File: src/rtl/wide_add_scheduler_if.sv
`default_nettype none
// ============================================================================
// Module      : wide_add_scheduler_if
// Description : Requester, response and shared-adder signals of the wide
//               add scheduler, grouped with environment/scheduler modports.
// Revision    : 1.0
// ============================================================================
interface wide_add_scheduler_if #(
    parameter int WORDS = 4
);
    localparam int W = 32 * WORDS;

    logic         req0_valid;
    logic         req0_ready;
    logic [W-1:0] req0_a;
    logic [W-1:0] req0_b;
    logic         req0_cin;

    logic         req1_valid;
    logic         req1_ready;
    logic [W-1:0] req1_a;
    logic [W-1:0] req1_b;
    logic         req1_cin;

    logic         resp_valid;
    logic         resp_ready;
    logic         resp_id;
    logic [W-1:0] resp_sum;
    logic         resp_cout;

    logic [31:0]  add_a;
    logic [31:0]  add_b;
    logic         add_cin;
    logic [31:0]  add_sum;
    logic         add_cout;

    logic         busy;

    // Environment side: requesters, response consumer and the external adder.
    modport master (
        output req0_valid, req0_a, req0_b, req0_cin,
        input  req0_ready,
        output req1_valid, req1_a, req1_b, req1_cin,
        input  req1_ready,
        input  resp_valid, resp_id, resp_sum, resp_cout,
        output resp_ready,
        input  add_a, add_b, add_cin,
        output add_sum, add_cout,
        input  busy
    );

    modport slave (
        input  req0_valid, req0_a, req0_b, req0_cin,
        output req0_ready,
        input  req1_valid, req1_a, req1_b, req1_cin,
        output req1_ready,
        output resp_valid, resp_id, resp_sum, resp_cout,
        input  resp_ready,
        output add_a, add_b, add_cin,
        input  add_sum, add_cout,
        output busy
    );
endinterface
`default_nettype wire

File: src/rtl/wide_add_scheduler.sv
`default_nettype none
// ============================================================================
// Module      : wide_add_scheduler
// Description : Round-robin two-requester sequencer performing WORDS x 32-bit
//               additions on one shared external 32-bit adder, LSW first.
// Revision    : 1.0
// ============================================================================
module wide_add_scheduler #(
    parameter int WORDS = 4
) (
    input  logic                 clk,
    input  logic                 rst_n,
    wide_add_scheduler_if.slave  bus
);
    localparam int CW = (WORDS > 1) ? $clog2(WORDS) : 1;
    localparam logic [CW-1:0] C_LAST = CW'(WORDS - 1);

    typedef enum logic [1:0] {
        IDLE = 2'd0,
        RUN  = 2'd1,
        DONE = 2'd2
    } state_t;

    state_t                  r_state;
    logic                    r_rr_ptr;
    logic [CW-1:0]           r_k;
    logic                    r_carry;
    logic                    r_cin;
    logic [WORDS-1:0][31:0]  r_a;
    logic [WORDS-1:0][31:0]  r_b;
    logic [WORDS-1:0][31:0]  r_sum;
    logic                    r_resp_valid;
    logic                    r_resp_id;
    logic                    r_busy;

    logic                    w_any;
    logic                    w_grant;
    logic                    w_idle;
    logic                    w_run;
    logic [31:0]             w_a_word;
    logic [31:0]             w_b_word;

    assign w_any  = bus.req0_valid | bus.req1_valid;
    assign w_idle = (r_state == IDLE);
    assign w_run  = (r_state == RUN);

    // Contention goes to the pointer; a lone requester always wins.
    assign w_grant = (bus.req0_valid & bus.req1_valid) ? r_rr_ptr : bus.req1_valid;

    assign bus.req0_ready = rst_n & w_idle & w_any & ~w_grant;
    assign bus.req1_ready = rst_n & w_idle & w_any &  w_grant;

    always_comb begin
        w_a_word = '0;
        w_b_word = '0;
        for (int i = 0; i < WORDS; i++) begin
            if (r_k == CW'(i)) begin
                w_a_word = r_a[i];
                w_b_word = r_b[i];
            end
        end
    end

    assign bus.add_a   = w_run ? w_a_word : '0;
    assign bus.add_b   = w_run ? w_b_word : '0;
    assign bus.add_cin = w_run & ((r_k == '0) ? r_cin : r_carry);

    always_ff @(posedge clk or negedge rst_n) begin
        if (!rst_n) begin
            r_state      <= IDLE;
            r_rr_ptr     <= 1'b0;
            r_k          <= '0;
            r_carry      <= 1'b0;
            r_cin        <= 1'b0;
            r_a          <= '0;
            r_b          <= '0;
            r_sum        <= '0;
            r_resp_valid <= 1'b0;
            r_resp_id    <= 1'b0;
            r_busy       <= 1'b0;
        end else begin
            unique case (r_state)
                IDLE: begin
                    if (w_any) begin
                        r_a       <= w_grant ? bus.req1_a   : bus.req0_a;
                        r_b       <= w_grant ? bus.req1_b   : bus.req0_b;
                        r_cin     <= w_grant ? bus.req1_cin : bus.req0_cin;
                        r_resp_id <= w_grant;
                        r_rr_ptr  <= ~w_grant;
                        r_k       <= '0;
                        r_busy    <= 1'b1;
                        r_state   <= RUN;
                    end
                end
                RUN: begin
                    for (int i = 0; i < WORDS; i++) begin
                        if (r_k == CW'(i)) begin
                            r_sum[i] <= bus.add_sum;
                        end
                    end
                    r_carry <= bus.add_cout;
                    if (r_k == C_LAST) begin
                        r_k          <= '0;
                        r_resp_valid <= 1'b1;
                        r_state      <= DONE;
                    end else begin
                        r_k <= r_k + 1'b1;
                    end
                end
                DONE: begin
                    if (bus.resp_ready) begin
                        r_resp_valid <= 1'b0;
                        r_busy       <= 1'b0;
                        r_state      <= IDLE;
                    end
                end
                default: begin
                    r_state <= IDLE;
                end
            endcase
        end
    end

    // The carry register holds the final carry-out untouched through DONE.
    assign bus.resp_valid = r_resp_valid;
    assign bus.resp_id    = r_resp_id;
    assign bus.resp_sum   = r_sum;
    assign bus.resp_cout  = r_carry;
    assign bus.busy       = r_busy;

endmodule
`default_nettype wire

File: src/flat_wrapper.sv
// flat-port wrapper written by rule: the top's interface ports become plain ports
module wide_add_scheduler_flat 
#(
    parameter int WORDS = 4
)
  (clk, rst_n, bus_req0_valid, bus_req0_a, bus_req0_b, bus_req0_cin, bus_req0_ready, bus_req1_valid, bus_req1_a, bus_req1_b, bus_req1_cin, bus_req1_ready, bus_resp_valid, bus_resp_id, bus_resp_sum, bus_resp_cout, bus_resp_ready, bus_add_a, bus_add_b, bus_add_cin, bus_add_sum, bus_add_cout, bus_busy);
  wide_add_scheduler_if #(.WORDS(WORDS)) bus_i ();
  input  logic clk;
  input  logic rst_n;
  input wire logic [$bits(bus_i.req0_valid)-1:0] bus_req0_valid;
  input wire logic [$bits(bus_i.req0_a)-1:0] bus_req0_a;
  input wire logic [$bits(bus_i.req0_b)-1:0] bus_req0_b;
  input wire logic [$bits(bus_i.req0_cin)-1:0] bus_req0_cin;
  output wire logic [$bits(bus_i.req0_ready)-1:0] bus_req0_ready;
  input wire logic [$bits(bus_i.req1_valid)-1:0] bus_req1_valid;
  input wire logic [$bits(bus_i.req1_a)-1:0] bus_req1_a;
  input wire logic [$bits(bus_i.req1_b)-1:0] bus_req1_b;
  input wire logic [$bits(bus_i.req1_cin)-1:0] bus_req1_cin;
  output wire logic [$bits(bus_i.req1_ready)-1:0] bus_req1_ready;
  output wire logic [$bits(bus_i.resp_valid)-1:0] bus_resp_valid;
  output wire logic [$bits(bus_i.resp_id)-1:0] bus_resp_id;
  output wire logic [$bits(bus_i.resp_sum)-1:0] bus_resp_sum;
  output wire logic [$bits(bus_i.resp_cout)-1:0] bus_resp_cout;
  input wire logic [$bits(bus_i.resp_ready)-1:0] bus_resp_ready;
  output wire logic [$bits(bus_i.add_a)-1:0] bus_add_a;
  output wire logic [$bits(bus_i.add_b)-1:0] bus_add_b;
  output wire logic [$bits(bus_i.add_cin)-1:0] bus_add_cin;
  input wire logic [$bits(bus_i.add_sum)-1:0] bus_add_sum;
  input wire logic [$bits(bus_i.add_cout)-1:0] bus_add_cout;
  output wire logic [$bits(bus_i.busy)-1:0] bus_busy;
  assign bus_i.req0_valid = bus_req0_valid;
  assign bus_i.req0_a = bus_req0_a;
  assign bus_i.req0_b = bus_req0_b;
  assign bus_i.req0_cin = bus_req0_cin;
  assign bus_req0_ready = bus_i.req0_ready;
  assign bus_i.req1_valid = bus_req1_valid;
  assign bus_i.req1_a = bus_req1_a;
  assign bus_i.req1_b = bus_req1_b;
  assign bus_i.req1_cin = bus_req1_cin;
  assign bus_req1_ready = bus_i.req1_ready;
  assign bus_resp_valid = bus_i.resp_valid;
  assign bus_resp_id = bus_i.resp_id;
  assign bus_resp_sum = bus_i.resp_sum;
  assign bus_resp_cout = bus_i.resp_cout;
  assign bus_i.resp_ready = bus_resp_ready;
  assign bus_add_a = bus_i.add_a;
  assign bus_add_b = bus_i.add_b;
  assign bus_add_cin = bus_i.add_cin;
  assign bus_i.add_sum = bus_add_sum;
  assign bus_i.add_cout = bus_add_cout;
  assign bus_busy = bus_i.busy;
  wide_add_scheduler #(.WORDS(WORDS)) u_core (.clk(clk), .rst_n(rst_n), .bus(bus_i));
endmodule
File: config.mk
export PLATFORM = sky130hd
export DESIGN_NAME = wide_add_scheduler_flat
export DESIGN_NICKNAME = d
export VERILOG_FILES = /design/src/rtl/wide_add_scheduler_if.sv /design/src/rtl/wide_add_scheduler.sv /design/src/flat_wrapper.sv
export SDC_FILE = /design/constraint.sdc
export NUM_CORES = 1
export LEC_CHECK = 0
export CORE_AREA = 2 2 295 297
export CTS_CLUSTER_DIAMETER = 50
export CTS_CLUSTER_SIZE = 14
export DETAILED_ROUTE_END_ITERATION = 16
export DIE_AREA = 0 0 297 299
export MAX_ROUTING_LAYER = met4
export SKIP_CTS_REPAIR_TIMING = 1
export SYNTH_ARGS = -nofsm -noshare
export SYNTH_HDL_FRONTEND = slang
export SYNTH_SLANG_ARGS = --single-unit
export TNS_END_PERCENT = 1
File: constraint.sdc
create_clock -name clk -period 3.7 [get_ports clk]
set_clock_uncertainty 0.1 [all_clocks]
set_input_delay 0.74 -clock clk [delete_from_list [all_inputs] [get_ports clk]]
set_output_delay 0.74 -clock clk [all_outputs]
set_load 0.005 [all_outputs]
==> metrics.json <==
{
  "run_status": {
    "run_status": "finished with violations",
    "violations": "negative setup slack"
  },
  "synthesis": {
    "synth_area_per_cell_um2": 13.1,
    "synth_cell_types": 27,
    "synth_seq_cells": 394,
    "synth-warning-count": 0,
    "netlist_instances": 1448,
    "synth.net_count": 2004,
    "post_synth_instance_area_um2": 18900,
    "yosysSeqAreaShare_pct": 52.2
  },
  "die": {
    "initial_core_util_pct": 22.0,
    "ios": 751,
    "chip_height_um": 299,
    "core_region_area_um2": 85900,
    "design.die.area_um2": 88800,
    "fp.dieW_um": 297,
    "rows": 108
  },
  "clock_network": {
    "clk_path_buf_depth": 3,
    "cts.reportedPaths.clkPinSlew_ns": 0.06,
    "clock_sinks": 394,
    "tritoncts_clock_tree": "done",
    "cts_htree_levels": 2,
    "clkLatencyLatePin_ns": 0.64,
    "cts_root_buf": "sky130_fd_sc_hd__clkbuf_16",
    "tritoncts.num_buffers": 59
  },
  "global_routing": {
    "number_of_global_route_vias_before_repair": 17900,
    "globalRouteTotalUtil_pct": 18.7,
    "overflow": 0,
    "grt_pass1_wl_um": 122000,
    "pin_count_of_the_biggest_net_entering_global_routing": 158,
    "grt_antenna_before_repair": 13
  },
  "drt": {
    "remaining_drc_errors": 0,
    "vias_per_cell": 5.02,
    "wl_per_cell_um": 25.4,
    "remaining_number_of_nets_flagged_by_the_antenna_check_after_routing": 0,
    "drt_pre_antenna_iters": 5,
    "first_iter_violations": 1284,
    "vias": 16900,
    "routed_wirelength_um": 85500
  },
  "power_and_ir_drop": {
    "power_density_nw_per_um2": 905,
    "p_leak_nw": 11.7,
    "vdd_drop_max_uv": 450,
    "totalPowerFinal_mw": 26.8
  },
  "place": {
    "placedInstanceArea_um2": 27400,
    "port-buffer-count": 750,
    "place.detailed.hpwl_um": 60000,
    "pre_cts_slack_ns": 0.332,
    "finalWeightedCongestion": 1.02,
    "place_inst": 3231
  },
  "sta": {
    "grt_setup_unrepaired": "true",
    "max_slew_margin_pct": 37.0,
    "setup_slack_ns": -0.0935,
    "fmax_ghz": 0.264,
    "fin_worst_hold_slack_ns": 0.389,
    "tightest_slew_ns": 0.945,
    "finalSetupTns_ns": -2.59,
    "timing.final.hold_violations": 0,
    "report.final.setup_viol": 54,
    "timing.final.max_slew_violations": 0,
    "min_period_ns": 3.79,
    "timing.final.crit_share_pct": 103
  },
  "min_path": {
    "hold-path-cell-count": 1,
    "kind_of_path_behind_the_tightest_hold_check": "reg -> reg"
  },
  "layout": {
    "finish.utilization_pct": 34.4,
    "layout.cells.most_common": "sky130_fd_sc_hd__clkdlybuf4s50_1",
    "layout_cells_sized_above_1_pct": 13.6,
    "flow.area_growth_from_synthesis_pct": 56.5,
    "final_cells": 3361,
    "final_cell_mix": "747 x sky130_fd_sc_hd__clkdlybuf4s50_1, 393 x sky130_fd_sc_hd__dfrtp_1, 320 x sky130_fd_sc_hd__a221o_1, 257 x sky130_fd_sc_hd__o21a_1, 121 x sky130_fd_sc_hd__mux2_2",
    "num-fill-cells": 8476,
    "final_cell_area_um2": 29600,
    "nets": 2706
  },
  "setup_path": {
    "ff2ff_path_depth": 5,
    "criticalPathCategory": "reg -> out",
    "path_max_fanout": 66,
    "worst-endpoint-required_ns": 2.86,
    "timing.critical_path.from_type": "flop",
    "critPathArrivalTime_ns": 2.95,
    "worstSetupEndpointType": "primary output"
  },
  "run": {
    "cap_viol_max_count": 0
  }
}
## critical path, stage by stage, from the launching register on
cell                              delay [ns]
sky130_fd_sc_hd__dfrtp_2                0.42
sky130_fd_sc_hd__buf_4                  0.14
sky130_fd_sc_hd__buf_4                  0.13
sky130_fd_sc_hd__ha_4                   0.17
sky130_fd_sc_hd__buf_12                 0.22
sky130_fd_sc_hd__a221o_1                0.38
sky130_fd_sc_hd__a32o_1                 0.26
sky130_fd_sc_hd__clkdlybuf4s50_1        0.49
## report_power, final
group / switching [mW] / internal (mW) / leakage [nW]
registers: 1.75 / 6.47 / 4.79
clock network: 2.47 / 3.19 / 0.978
logic: 5.63 / 7.27 / 5.91
## cell families after synthesis
| group | Yosys count | synth area share [%] |
|---|---|---|
| compound gates | 654 | 30.9 |
| simple gates | 93 | 2.87 |
| flops | 394 | 52.2 |
| mux | 129 | 7.68 |
| fa+ha+maj | 4 | 0.265 |
| buf+inv | 174 | 6.10 |
## sequential cells by signal, indices dropped and copies added (netlist names)
register / count
u_core.r_a: 128
u_core.r_cin: 1
u_core.bus.resp_id: 1
u_core.r_k: 2
u_core.r_b: 128
u_core.r_rr_ptr: 1
u_core.bus.resp_cout: 1
u_core.r_state: 2
u_core.bus.resp_valid: 1
u_core.bus.resp_sum: 128
u_core.bus.busy: 1
## final timing paths
kind	start	end	slack, ns
worst max-delay path	u_core.r_k[0]$_DFFE_PN0P_	bus_add_b[28]	-0.09
worst min-delay path	u_core.bus.resp_sum[96]$_DFFE_PN0P_	u_core.bus.resp_sum[96]$_DFFE_PN0P_	0.39
worst max register to register	u_core.r_k[0]$_DFFE_PN0P_	u_core.bus.resp_sum[106]$_DFFE_PN0P_	1.33
worst min register to register	u_core.bus.resp_sum[96]$_DFFE_PN0P_	u_core.bus.resp_sum[96]$_DFFE_PN0P_	0.39
max in group asynchronous	rst_n	u_core.r_k[0]$_DFFE_PN0P_	1.14
min in group asynchronous	rst_n	u_core.r_a[116]$_DFFE_PN0P_	0.42
## cell type report
cell class	count	area [µm²]	share of cell area, %
Multi-Input combinational cell	881	7960	26.9
Timing Repair Buffer	810	8270	27.9
Tap cell	1155	1450	4.88
Clock inverter	43	483	1.63
Antenna cell	8	20.0	0.0677
Clock buffer	66	1530	5.18
Inverter	4	15.0	0.0507
Sequential cell	394	9860	33.3
## per-layer routing
metal / vias up / GRT usage [%] / routed length, µm / part of all wire, %
met5: - / - / 0 / 0
met4: 0 / 8.61 / 3860 / 4.5
met3: 178 / 3.58 / 5440 / 6.4
met2: 816 / 29.9 / 41300 / 48
met1: 8605 / 22.7 / 34900 / 41
li1: 7274 / - / - / -
## Yosys cell counts
library cell	n	area (µm²)
sky130_fd_sc_hd__dfrtp_1	394	9860
sky130_fd_sc_hd__and2_1	3	18.8
sky130_fd_sc_hd__mux2_2	121	1360
sky130_fd_sc_hd__inv_1	4	15.0
sky130_fd_sc_hd__o21bai_1	1	7.51
sky130_fd_sc_hd__nor2_2	1	6.26
sky130_fd_sc_hd__a21oi_1	3	15.0
sky130_fd_sc_hd__nand2_1	12	45.0
sky130_fd_sc_hd__ha_1	4	50.1
sky130_fd_sc_hd__nor2_1	4	15.0
sky130_fd_sc_hd__a32o_1	64	641
sky130_fd_sc_hd__buf_4	1	7.51
sky130_fd_sc_hd__mux2i_1	1	10.0
sky130_fd_sc_hd__buf_1	2	7.51
sky130_fd_sc_hd__a221o_1	320	3200
sky130_fd_sc_hd__o21ai_0	6	30.0
sky130_fd_sc_hd__a22oi_1	1	7.51
sky130_fd_sc_hd__a21o_1	2	15.0
sky130_fd_sc_hd__buf_6	57	642
sky130_fd_sc_hd__and3_1	2	12.5
sky130_fd_sc_hd__o21a_1	257	1930
sky130_fd_sc_hd__mux2_1	7	78.8
sky130_fd_sc_hd__buf_2	55	275
sky130_fd_sc_hd__or2_1	1	6.26
sky130_fd_sc_hd__nor2b_1	2	12.5
sky130_fd_sc_hd__clkbuf_1	55	206
sky130_fd_sc_hd__nand2b_1	68	425
Note: power is estimated with default switching activity, not from simulation.
